[config.mk]
export PLATFORM = sky130hd
export DESIGN_NAME = contador_palabras
export DESIGN_NICKNAME = d
export VERILOG_FILES = /design/src/rtl/contador_palabras.sv
export SDC_FILE = /design/constraint.sdc
export NUM_CORES = 1
export LEC_CHECK = 0
export CAP_MARGIN = 20
export CORE_MARGIN = 5
export CORE_UTILIZATION = 35
export CTS_CLUSTER_SIZE = 40
export DETAILED_ROUTE_END_ITERATION = 8
export GPL_TIMING_DRIVEN = 0
export SYNTH_ARGS = -nofsm -noshare
export SYNTH_HDL_FRONTEND = slang
export SYNTH_SLANG_ARGS = --single-unit
[constraint.sdc]
create_clock -name clk -period 3.49 [get_ports clk]
set_input_delay 1.047 -clock clk [delete_from_list [all_inputs] [get_ports clk]]
set_output_delay 1.047 -clock clk [all_outputs]
set_load 0.005 [all_outputs]
[src/rtl/contador_palabras.sv]
// Word counter for output FIFOs 4..7, answering registered idx reads while the main FSM is IDLE.
// Optional CONTADOR_CLR_ON_READ_EN: the counter selected by an accepted read clears as it is captured.
module contador_palabras #(
  parameter int CNT_W  = 5,
  parameter int N_FIFO = 4
) (
  input  logic             clk,
  input  logic             reset,
  input  logic             pop4,
  input  logic             pop5,
  input  logic             pop6,
  input  logic             pop7,
  input  logic             empty4,
  input  logic             empty5,
  input  logic             empty6,
  input  logic             empty7,
  input  logic             IDLE,
  input  logic             req,
  input  logic [1:0]       idx,
  output logic             valid_contador,
  output logic [CNT_W-1:0] contador_out
);

  typedef enum logic {ESPERA, RESPONDE} estado_t;

  estado_t          estado_q, estado_d;
  logic [CNT_W-1:0] cnt_q [N_FIFO];
  logic [CNT_W-1:0] cnt_d [N_FIFO];
  logic [CNT_W-1:0] out_q, out_d;
  logic [N_FIFO-1:0] pop, empty;
  logic             rd_acc;

  assign pop   = {pop7, pop6, pop5, pop4};
  assign empty = {empty7, empty6, empty5, empty4};

  always_comb begin
    rd_acc = IDLE & req;
    for (int i = 0; i < N_FIFO; i++) begin
      cnt_d[i] = cnt_q[i];
      // Saturate at all-ones; a pop on an empty FIFO moves no word.
      if (pop[i] && !empty[i] && (cnt_q[i] != '1))
        cnt_d[i] = cnt_q[i] + CNT_W'(1);
    end
    estado_d = rd_acc ? RESPONDE : ESPERA;
    out_d    = out_q;
    if (rd_acc)
      out_d = cnt_d[idx];
`ifdef CONTADOR_CLR_ON_READ_EN
    if (rd_acc)
      cnt_d[idx] = '0;
`endif
  end

  always_ff @(posedge clk or posedge reset) begin
    if (reset) begin
      estado_q <= ESPERA;
      out_q    <= '0;
      for (int i = 0; i < N_FIFO; i++)
        cnt_q[i] <= '0;
    end else begin
      estado_q <= estado_d;
      out_q    <= out_d;
      for (int i = 0; i < N_FIFO; i++)
        cnt_q[i] <= cnt_d[i];
    end
  end

  assign valid_contador = (estado_q == RESPONDE);
  assign contador_out   = out_q;

endmodule

### Word-level counts from Yosys, hierarchy flattened

Index checks and enable logic that the tools add are counted.

* $add $sub $neg: 4
* $lt $le $gt $ge: 1
* multiply operators: 0
* bitwise logic cells: 2
* reduce and logical (&&, ||, !) cells: 12
* shifts and indexed selects: 0
* mux-type cells: 8
* div/mod/pow operators: 0
* equality and inequality tests: 4

Operators with widths (number)
* 5-bit two-way mux: 6
* 5-bit by 1-bit adder with 5-bit output (second input constant): 4
* 5-bit inequality test (second input constant): 4
* 5-bit binary-select mux with 2-bit select: 1
* 1-bit logical AND: 8
* 1-bit logical NOT: 4
* 3-bit >= comparator (second input constant): 1
* 2-bit NOT with 3-bit output: 1
* 1-bit AND: 1
* 1-bit two-way mux: 1

* output and inout port bits: 6
* flip-flop bits (word level): 26
* word-level logic and storage cells: 37
* bits in latches: 0
* memories: 0
* memory bits (writable): 0
* bits in read-only memories: 0

### Depth between registers and ports, before layout

* word-level depth: 7
* gate-level depth with buffers: 8

### Least setup slack after synthesis

Ideal clock, no wire load.

* path kind: input to register
* from: input empty7
* to: register out_q[1], in the netlist contador_out[1]
* setup time: 125 ps
* arrival time: 2368 ps
* path buffers: 0
* data required time: 3365 ps
* cell stages on the path: 4
* path slack: 997 ps
* path through: nor3b_4 mux2_4 mux4_2 mux2_4

RTL lines
* start, declared: RTL line 16 `input logic empty7,`
* end signal, assigned: RTL line 62 `out_q <= out_d;`
* end, declared: RTL line 29 `logic [CNT_W-1:0] out_q, out_d;`

==> flow_summary.ini <==
[sta]
period_needed_ns = 2.76
finalWorstSetupSlack_ns = 0.733
finalSetupViolCount = 0
worstMarginPinSlew_ns = 0.408
period_share_pct = 79.0
hold_viol = 0
maxSlewViolCount = 0
skew_ns = 0.00578
max_freq_mhz = 363
rsz0062_at_grt = false
slew-limit-headroom_pct = 72.8
final.setup.tns_ns = 0

[critical_path]
r2r.worst_path.cells = 7
crit_arrival_ns = 2.92
crit_path_start_kind = primary input
cp_max_fo = 5
end_kind = flop
required_ns = 3.65
critical_path_class = primary input to flop

[finish]
multi_input_area_um2 = 651
final.fill_count = 344
drive_gt1_share_pct = 18.8
diodes = 0
syn_to_final_growth_pct = 23.5
final_cells = 165
final_nets = 141
seq_area_um2 = 651

[run_status]
status = completed

[global_route]
use_met2_pct = 15.4
track_usage_pct = 9.61
grtUsageMet3_pct = 2.95
grt_pass1_vias = 856
grt_start_max_net_pins = 27
busiest_layer = met2
overflow = 0
grt_pass1_wl_um = 3850
gr-usage-met1_pct = 11.9
antenna_found_initial = 0

[clock_network]
root_buffer = clkbuf_8
clk_pin_slew_ns = 0.09
htreeDepth = 1
cts_buffers = 3
clock-sinks = 26
cts_resized = 0
clk_latency_ns = 0.27
clockBufferDepth = 2
holdBufCountCts = 0
post_cts_buffers = 0
cts_tree = yes

[placed_design]
post-place-ws_ns = 0.441
place.gp.congestion = 0.738
port_buffers = 18
dp_cells = 161
hpwlAfterDp_um = 1810

[die]
die_h_um = 71.2
die_w_um = 71.2
rows = 22
core_um2 = 3630
io_pins = 20
start_util_pct = 36.1
dieArea_um2 = 5070

[hold_path]
hold_path.class = flop to flop
holdPathStages = 2

[routing]
wl_per_cell_um = 13.8
detail_route.first_pass.iterations = 4
via_per_inst = 4.85
drt_iter0_markers = 12
vias = 800
wirelength_um = 2270
ant_nets = 0
drc = 0

[synthesis]
synth_area_leaders = dfrtp_1 50%, mux2_4 11%, ha_1 7.6%, nor3b_4 5.7%, xnor2_1 5.3%
synth_top_area_cell = dfrtp_1
syn_avg_cell_area_um2 = 13.8
synth_cells = 95
ys_ff_latch = 26
synth_seq_area_share_pct = 49.6
syn_area_um2 = 1310
synth_top_area_share_pct = 49.6
syn_nets = 117
synth_warnings = 0
synth.distinct_cells = 19

[pwr]
p_leak_nw = 0.720
pwr_density_cell_nw_per_um2 = 718
finalPower_mw = 1.16
ir_drop_uv = 325

[flow_run]
maxCapViolCount = 0
## sequential cells by signal (all words and copies together), names as in the netlist
register,count
contador_out,5
valid_contador,1
cnt_q,20
## Yosys cell counts, drive strengths merged
cell type  instances
dfrtp             26
nand2             11
mux2              10
ha                 8
xnor2              8
and3               4
nand4              4
nor3b              4
xor2               4
mux4               3
o22ai              3
inv                2
nand2b             2
o31ai              2
clkbuf             1
nor2               1
o21ai              1
or2                1
## per-stage QoR
step	hold slack [ns]	instance area (µm²)	utilization (%)
after floorplan	0.458	1310	-
after global placement	0.466	1550	42.7
after detailed placement	0.478	1550	42.7
after CTS	0.497	1590	43.9
after global routing	0.519	1620	44.6
final	0.487	1620	44.6
## layout make-up
cell class                 count  area share, %
inverter                       2          0.463
multi-input combinational     66           40.1
clock buffer                   3           2.55
tap                           48           3.70
sequential                    26           40.1
buffer                         1          0.231
timing repair buffer          19           12.8
## final timing paths
kind | start | to | slack (ns)
min reg2reg | contador_out[2] | contador_out[2] | 0.49
min in group asynchronous | reset | cnt_q[7] | 0.98
max | empty5 | contador_out[1] | 0.73
min | contador_out[2] | contador_out[2] | 0.49
max in group asynchronous | reset | cnt_q[14] | 2.12
max reg2reg | cnt_q[5] | contador_out[4] | 0.95
## critical path: stages
cell             delay, ns
clkdlybuf4s50_1       0.44
nor3b_4               0.35
mux2_4                0.35
mux4_2                0.46
mux2_4                0.26
## cell usage in the layout (no fill, tap or decap), drive strengths merged
cell / synthesis / routed
nand2b: 2 / 2
buf: 0 / 1
mux2: 10 / 10
o21ai: 1 / 1
dfrtp: 26 / 26
clkdlybuf4s50: 0 / 18
o31ai: 2 / 2
o22ai: 3 / 3
clkbuf: 1 / 4
inv: 2 / 2
ha: 8 / 8
xor2: 4 / 4
nand2: 11 / 11
nor2: 1 / 1
mux4: 3 / 3
nand4: 4 / 4
xnor2: 8 / 8
nor3b: 4 / 4
or2: 1 / 1
and3: 4 / 4
## logic make-up after synthesis
kind of cell,after synthesis,share of synthesized area (%)
fa+ha+maj,8,7.63
mux,13,16.6
buf+inv,3,0.857
simple gates,27,14.4
xor+xnor,12,8.01
compound gates,6,2.95
flops,26,49.6
## report_power, final
part           internal [mW]  leakage (nW)  switching (mW)  total [mW]
clock                 0.0773        0.0216          0.0883       0.166
sequential             0.442         0.316           0.101       0.542
combinational          0.279         0.382           0.177       0.456
total                  0.798         0.720           0.366        1.16
## per-layer routing
| metal | share of wire [%] | up-vias |
|---|---|---|
| li1 | - | 386 |
| met1 | 45 | 390 |
| met2 | 48 | 17 |
| met3 | 4.6 | 7 |
| met4 | 2.4 | 0 |
| met5 | 0 | - |
No activity file was read; power rests on OpenSTA's default activity.
